--- src/rtl/intersection_controller.sv ---
`default_nettype none
// +--------------------------------------------------------------------------+
// | intersection_controller: NS/EW traffic sequencer with exclusive WALK.    |
// | Revision: 1.0                                                            |
// +--------------------------------------------------------------------------+
module intersection_controller #(
  parameter int unsigned GREEN_TIME  = 10,
  parameter int unsigned YELLOW_TIME = 5,
  parameter int unsigned ALLRED_TIME = 2,
  parameter int unsigned WALK_TIME   = 8
) (
  input  logic       clk,
  input  logic       reset,
  input  logic       ew_req,
  input  logic       ped_req,
  output logic [2:0] ns_light,
  output logic [2:0] ew_light,
  output logic       walk,
  output logic       ped_wait,
  output logic [2:0] phase
);

  typedef enum logic [2:0] {
    NS_G    = 3'd0,
    NS_Y    = 3'd1,
    AR_A    = 3'd2,
    EW_G    = 3'd3,
    EW_Y    = 3'd4,
    AR_B    = 3'd5,
    WALK    = 3'd6,
    PED_CLR = 3'd7
  } state_t;

  localparam logic [2:0] LIGHT_RED    = 3'b100;
  localparam logic [2:0] LIGHT_YELLOW = 3'b010;
  localparam logic [2:0] LIGHT_GREEN  = 3'b001;

  localparam logic [7:0] GREEN_LAST  = 8'(GREEN_TIME - 1);
  localparam logic [7:0] YELLOW_LAST = 8'(YELLOW_TIME - 1);
  localparam logic [7:0] ALLRED_LAST = 8'(ALLRED_TIME - 1);
  localparam logic [7:0] WALK_LAST   = 8'(WALK_TIME - 1);

  state_t     state_q, state_d;
  logic [7:0] cnt_q, cnt_d;
  logic       ped_pending_q, ped_pending_d;
  logic       ew_latched_q, ew_latched_d;
  logic [2:0] ns_light_q, ns_light_d;
  logic [2:0] ew_light_q, ew_light_d;
  logic       walk_q, walk_d;

  always_comb begin
    state_d       = state_q;
    ew_latched_d  = ew_latched_q;
    case (state_q)
      NS_G:    if (cnt_q == GREEN_LAST && (ew_req || ped_pending_q)) state_d = NS_Y;
      NS_Y:    if (cnt_q == YELLOW_LAST) state_d = AR_A;
      AR_A:    if (cnt_q == ALLRED_LAST) state_d = ew_latched_q ? EW_G : WALK;
      EW_G:    if (cnt_q == GREEN_LAST) state_d = EW_Y;
      EW_Y:    if (cnt_q == YELLOW_LAST) state_d = AR_B;
      AR_B:    if (cnt_q == ALLRED_LAST) state_d = ped_pending_q ? WALK : NS_G;
      WALK:    if (cnt_q == WALK_LAST) state_d = PED_CLR;
      PED_CLR: if (cnt_q == ALLRED_LAST) state_d = NS_G;
      default: state_d = AR_B;
    endcase

    if (state_q == NS_G && state_d == NS_Y) ew_latched_d = ew_req;

    // NS_G may rest indefinitely, so its counter parks at the expiry value.
    if (state_d != state_q) cnt_d = 8'd0;
    else if (state_q == NS_G && cnt_q == GREEN_LAST) cnt_d = cnt_q;
    else cnt_d = cnt_q + 8'd1;

    // A request coinciding with the WALK entry edge is served by that WALK.
    if (state_d == WALK && state_q != WALK) ped_pending_d = 1'b0;
    else if (ped_req) ped_pending_d = 1'b1;
    else ped_pending_d = ped_pending_q;

    ns_light_d = LIGHT_RED;
    ew_light_d = LIGHT_RED;
    walk_d     = 1'b0;
    case (state_d)
      NS_G:    ns_light_d = LIGHT_GREEN;
      NS_Y:    ns_light_d = LIGHT_YELLOW;
      EW_G:    ew_light_d = LIGHT_GREEN;
      EW_Y:    ew_light_d = LIGHT_YELLOW;
      WALK:    walk_d     = 1'b1;
      default: ;
    endcase
  end

  always_ff @(posedge clk or posedge reset) begin
    if (reset) begin
      state_q       <= AR_B;
      cnt_q         <= 8'd0;
      ped_pending_q <= 1'b0;
      ew_latched_q  <= 1'b0;
      ns_light_q    <= LIGHT_RED;
      ew_light_q    <= LIGHT_RED;
      walk_q        <= 1'b0;
    end else begin
      state_q       <= state_d;
      cnt_q         <= cnt_d;
      ped_pending_q <= ped_pending_d;
      ew_latched_q  <= ew_latched_d;
      ns_light_q    <= ns_light_d;
      ew_light_q    <= ew_light_d;
      walk_q        <= walk_d;
    end
  end

  assign ns_light = ns_light_q;
  assign ew_light = ew_light_q;
  assign walk     = walk_q;
  assign ped_wait = ped_pending_q;
  assign phase    = state_q;

endmodule
`default_nettype wire

--- config.mk ---
export PLATFORM = sky130hd
export DESIGN_NAME = intersection_controller
export DESIGN_NICKNAME = d
export VERILOG_FILES = /design/src/rtl/intersection_controller.sv
export SDC_FILE = /design/constraint.sdc
export NUM_CORES = 1
export LEC_CHECK = 0
export CAP_MARGIN = 20
export CELL_PAD_IN_SITES_DETAIL_PLACEMENT = 1
export CELL_PAD_IN_SITES_GLOBAL_PLACEMENT = 2
export CORE_MARGIN = 2
export CORE_UTILIZATION = 37
export DETAILED_ROUTE_END_ITERATION = 12
export GPL_TIMING_DRIVEN = 0
export HOLD_SLACK_MARGIN = 0.02
export PLACE_DENSITY = 0.88
export SYNTH_ARGS = -nofsm -noshare
export SYNTH_HDL_FRONTEND = slang
export SYNTH_SLANG_ARGS = --single-unit
export TNS_END_PERCENT = 10
--- constraint.sdc ---
create_clock -name clk -period 3.3 [get_ports clk]
set_input_delay 0.33 -clock clk [delete_from_list [all_inputs] [get_ports clk]]
set_output_delay 0.33 -clock clk [all_outputs]
set_load 0.1 [all_outputs]
==> impl_metrics.ini, run 1 <==
[outcome]
outcome = complete, no violations

[sta]
timing.hold.ws_ns = 0.435
drv_slew = 0
fin_crit_ns = 2.47
final_hold_viol_count = 0
finalClockSkew_ns = 0.00430
tightest_slew_ns = 0.982
rsz0062_at_grt = no
slew-limit-headroom_pct = 34.3
fin_crit_sh_pct = 74.8
fmax_ghz = 0.405
finalSetupViolations = 0
tns_ns = 0

[synthesis]
yosysMostFrequentCell = dfrtp_1
netlist_instances = 129
async_flop_share_pct = 100
ys.flop_type = dfrtp_1
postSynthAreaPerCell_um2 = 9.51
seq_area_frac_synth_pct = 41.2
synth_seq_cells = 20
synth_warnings = 0
synth_edf_count = 0
synth_top_cells_by_count = dfrtp_1 (16), nand2_1 (11), nor3_1 (8), inv_1 (6), nand3_1 (6)
synth_top_area_cell = dfrtp_1
syn_nets = 136
synth_cell_types = 46
synth_area_leaders = dfrtp_1 (33%), dfstp_2 (8.6%), nand2_1 (3.4%), nor3_1 (3.3%), ha_1 (3.1%)
synth_area_um2 = 1230
yosysTopAreaCellShare_pct = 32.6

[setup_path]
arrival_ns = 2.65
startpoint_type = flop
crit_fanout = 8
required_ns = 3.49
crit_path_end_kind = flop
worstSetupPathType = reg -> reg

[drt]
avgViaCountPerCell = 5.58
drt-initial-drc-count = 36
ant_nets = 0
drtPass1Iterations = 4
drt-total-wl_um = 3160
drcViolationCount = 0
wl_per_cell_um = 16.5
num_vias = 1071

[floorplan]
start_util_pct = 39.6
ioPinCount = 15
die-area_um2 = 3790
fp.dieW_um = 61.6
std_cell_rows = 20
coreArea_um2 = 3100
die_h_um = 61.6

[global_routing]
grt_max_degree = 21
antenna_found_initial = 0
grt_util_all_layers_pct = 18.8
grt_pass1_vias = 1093
grt_pass1_wl_um = 5150
overflow = 0

[layout]
num_antenna_cells = 0
areaGrowthSynthToFinish_pct = 19.3
drive_gt1_share_pct = 11.5
fin_nets = 156

[placement]
portBuffers = 14
hpwl_um = 2470
gp_congestion = 0.784

[clock_tree]
clock_path_buffers = 2
clock-root-buffer = clkbuf_4
clk_pin_slew_ns = 0.12
ctsResizeCount = 0
numCtsBuffers = 3
cts.sinks = 20
h-tree-depth = 1
cts_setup_buffers = 0
cts_hold_buf = 0
clk_latency_ns = 0.31
cts_tree = yes

[power]
ir_drop_mv = 0.344
power_leakage_nw = 0.591
pwr_density_cell_nw_per_um2 = 940
total_power_mw = 1.38

[min_path]
hold_path.class = in -> async

[job]
max_cap_violations = 0
power breakdown:
part | leakage (nW) | total, mW | internal, mW | switching (mW)
clock | 0.0210 | 0.147 | 0.0674 | 0.0797
sequential | 0.242 | 0.376 | 0.316 | 0.0597
combinational | 0.328 | 0.853 | 0.264 | 0.588
per-layer routing:
layer	share of wire, %	global-route usage (%)
met5	0	0
met4	1.1	7.29
met3	2.0	2.52
met2	48	29.2
met1	49	26.4
worst max-delay path, stage by stage, from the launching register on:
cell and delay [ns]:
dfrtp_1 0.43, or4_1 0.52, buf_2 0.19, o41ai_2 0.42
o21ai_0 0.24, a221oi_2 0.43, nor3_1 0.12
worst paths after layout:
kind | startpoint | end | slack [ns] | cells after the start
max reg2reg | cnt_q[6] | cnt_q[0] | 0.83 | 6
min | reset | ped_wait | 0.43 | 2
min reg2reg | cnt_q[7] | cnt_q[7] | 0.51 | 1
min in group clk | cnt_q[7] | cnt_q[7] | 0.51 | 1
max in group asynchronous | reset | cnt_q[1] | 2.40 | 2
max | cnt_q[6] | cnt_q[0] | 0.83 | 6
logic make-up (layout without fill, tap and decap cells):
kind of cell | Yosys count | count (layout) | share of synthesized area, %
and+or+nand+nor | 55 | 55 | 25.4
AOI/OAI and AO/OA | 29 | 29 | 20.0
DFF | 20 | 20 | 41.2
buffers and inverters | 14 | 33 | 4.48
xor gates and xnor gates | 6 | 6 | 4.28
adders and majority gates | 3 | 3 | 3.06
muxes | 2 | 2 | 1.63
layout by cell type (no fill, tap or decap), types with 2 or more instances in the layout:
cell,instances
dfrtp_1,16
clkdlybuf4s50_1,14
nand2_1,11
nor3_1,8
nand3_1,6
inv_1,6
nor2_1,5
xnor2_1,4
nor2b_1,4
clkbuf_1,4
nand3b_1,4
o21ai_0,4
dfstp_2,4
buf_2,3
and4_1,3
nand2b_1,3
o31ai_1,3
a21oi_1,3
ha_1,3
clkbuf_4,3
buf_1,2
and3_1,2
a221oi_2,2
nor3b_1,2
a211oi_1,2
and2_1,2
mux2i_1,2
xor2_1,2
sequential cells by signal, indices dropped and copies added, names as in the netlist:
register      cells
ew_latched_q      1
ns_light          3
ew_light          3
walk              1
phase             3
ped_wait          1
cnt_q             8
final cells by class:
class                      instances  area (µm²)
clock buffer                       4        36.3
buffer                             8        32.5
fill                             383        1640
tap                               44        55.1
sequential                        20         505
timing repair buffer              15         145
multi-input combinational         95         667
inverter                           6        22.5
through the flow:
stage	setup slack, ns	cell area (µm²)	utilization [%]	instances
2_1_floorplan	0.760	1230	-	129
3_3_place_gp	0.698	1420	45.8	187
3_5_place_dp	0.847	1430	46.0	188
4_1_cts	0.809	1460	47.2	192
5_1_grt	0.680	1460	47.2	192
6_report	0.833	1460	47.2	192
Note: power is estimated with default switching activity, not from simulation.
==> run 2, diff against run 1 <==
Settings changed: CORE_UTILIZATION 37 to 34, PLACE_DENSITY 0.88 to 0.82.
Clock period 3.3 ns to 2.5 ns, I/O delays scaled along.
==> run 2 against run 1 <==
  * Sequential power increased by 34%
  * Global-route usage is 1.5 points lower
  * Cell count grew 1.6%
  * Wire length up 5.1%
  * Sequential cell count did not move
  * Worst hold slack lost 0.068 ns
  * Via count increased by 1.9%
  * First-iteration DRC count rose by 56%
  * Clock skew rose by 0.0014 ns
  * Critical endpoint is now cnt_q[2]
  * Highest routed layer unchanged
  * Largest cell class unchanged
  * Die area grew 8.2%
  * Power rose by 41%
  * Non-clock buffer count rose by 1
==> impl_metrics.ini, run 2 (same netlist as run 1, synthesis figures left out) <==
[outcome]
outcome = complete, no violations

[power]
power_leakage_nw = 0.605
ir_drop_mv = 0.578
total_power_mw = 1.93
pwr_density_cell_nw_per_um2 = 1280

[clock_tree]
clk_latency_ns = 0.31
clock_path_buffers = 2
clock-root-buffer = clkbuf_4
h-tree-depth = 1
cts_hold_buf = 0
numCtsBuffers = 3
clk_pin_slew_ns = 0.12
cts_tree = yes
cts.sinks = 20

[floorplan]
coreArea_um2 = 3390
start_util_pct = 36.2
die-area_um2 = 4110
std_cell_rows = 21
ioPinCount = 15
die_h_um = 64.1
fp.dieW_um = 64.1

[sta]
rsz0062_at_grt = no
fin_crit_sh_pct = 95.3
tns_ns = 0
fin_crit_ns = 2.38
finalClockSkew_ns = 0.00569
finalSetupViolations = 0
slew-limit-headroom_pct = 34.7
tightest_slew_ns = 0.976
drv_slew = 0
final_hold_viol_count = 0
timing.hold.ws_ns = 0.367
fmax_ghz = 0.420

[setup_path]
cp_cell_sequence = or4_1 > buf_2 > o311a_1 > a211o_1 > a221oi_2 > buf_4 > nor3_1
arrival_ns = 2.57
max_stage_delay_ns = 0.51
required_ns = 2.69
crit_slowest_cell = or4_1
critical_path_buf_inv_count = 2
path_delay_family = compound AO/OA/AOI/OAI gates
reg2reg_to = cnt_q[2]
rr_worst_depth = 7
rr_startpoint = cnt_q[6]
worstSetupPathType = reg -> reg
rrSetupSlack_ns = 0.12
crit_fanout = 8
crit_path_end_kind = flop
cp.depth = 7
startpoint_type = flop

[global_routing]
antenna_found_initial = 0
grt_pass1_vias = 1127
grt_pass1_wl_um = 5530
overflow = 0
grt_max_degree = 21
grt_util_all_layers_pct = 17.3

[drt]
top_layer_used = met4
met1Wirelength_um = 1530
avgViaCountPerCell = 5.59
met3_length_um = 100
drcViolationCount = 0
drt-total-wl_um = 3330
ant_nets = 0
drtPass1Iterations = 4
drt-initial-drc-count = 56
wl_per_cell_um = 17.1
wl_met2_um = 1670
num_vias = 1091

[placement]
portBuffers = 14
gp_congestion = 0.864
place_inst = 190
hpwl_um = 2520

[layout]
largest_reg_flops = 8
layout_commonest_cell = dfrtp_1
layout.cells.non_filler = 195
fin_nets = 157
num_antenna_cells = 0
drive_gt1_share_pct = 13.4
layout_common_cells = dfrtp_1 (15), clkdlybuf4s50_1 (14), nand2_1 (11)
areaGrowthSynthToFinish_pct = 23.0
finalCoreUtilization_pct = 44.6
largest_register = cnt_q

[min_path]
hold_path.class = in -> async

[job]
max_cap_violations = 0
-- run 2: changes by cell type in the layout (fill, tap and decap cells not counted), sizes merged --
cell | previous run | this run
buf | 5 | 6
bufinv | 0 | 1
clkbuf | 8 | 7
-- run 2: timing repair --
action | 4_1_cts | 5_1_grt
buffers inserted | 0 | 1
gates resized for setup | 0 | 4
endpoints found under the setup margin | 0 | 8
-- run 2: worst max-delay path by stage --
stage / start / to / slack (ns)
final: cnt_q[6] / cnt_q[2] / 0.12
after global routing: cnt_q[6] / cnt_q[2] / 0.02
after CTS: cnt_q[6] / cnt_q[2] / 0.01
after detailed placement: cnt_q[6] / cnt_q[2] / 0.04
after global placement: cnt_q[6] / cnt_q[2] / -0.14
after floorplan: phase[1] / cnt_q[0] / 0.23
-- run 2: through the flow --
step,worst slack (ns),area [µm²]
floorplan,0.232,1230
global placement,-0.144,1430
detailed placement,0.0374,1430
CTS,0.0130,1480
global route,0.0156,1510
finish,0.118,1510
-- run 2: final cells by class --
class / count / area [µm²]
Multi-Input combinational cell: 95 / 686
Buffer: 8 / 32.5
Sequential cell: 20 / 507
Tap cell: 46 / 57.6
Timing Repair Buffer: 16 / 153
Fill cell: 387 / 1880
Inverter: 6 / 22.5
Clock inverter: 1 / 30.0
Clock buffer: 3 / 22.5
-- run 2: where the power goes --
| group | total (mW) | switching, mW | internal [mW] | leakage (nW) |
|---|---|---|---|---|
| Combinational | 1.16 | 0.795 | 0.367 | 0.335 |
| Clock | 0.268 | 0.106 | 0.162 | 0.0279 |
| Sequential | 0.505 | 0.0859 | 0.419 | 0.242 |
-- run 2: worst register-to-register path, stage by stage, from the launching register on --
cell and delay, ns:
dfrtp_1 0.44, or4_1 0.52, buf_2 0.20, o311a_1 0.36, a211o_1 0.28, a221oi_2 0.25
buf_4 0.17, nor3_1 0.05
-- run 2: metal layers --
metal / GRT usage (%) / vias to the layer above
li1: - / 512
met1: 21.3 / 554
met2: 30.7 / 21
met3: 3.70 / 4
met4: 3.53 / 0
met5: 0 / -
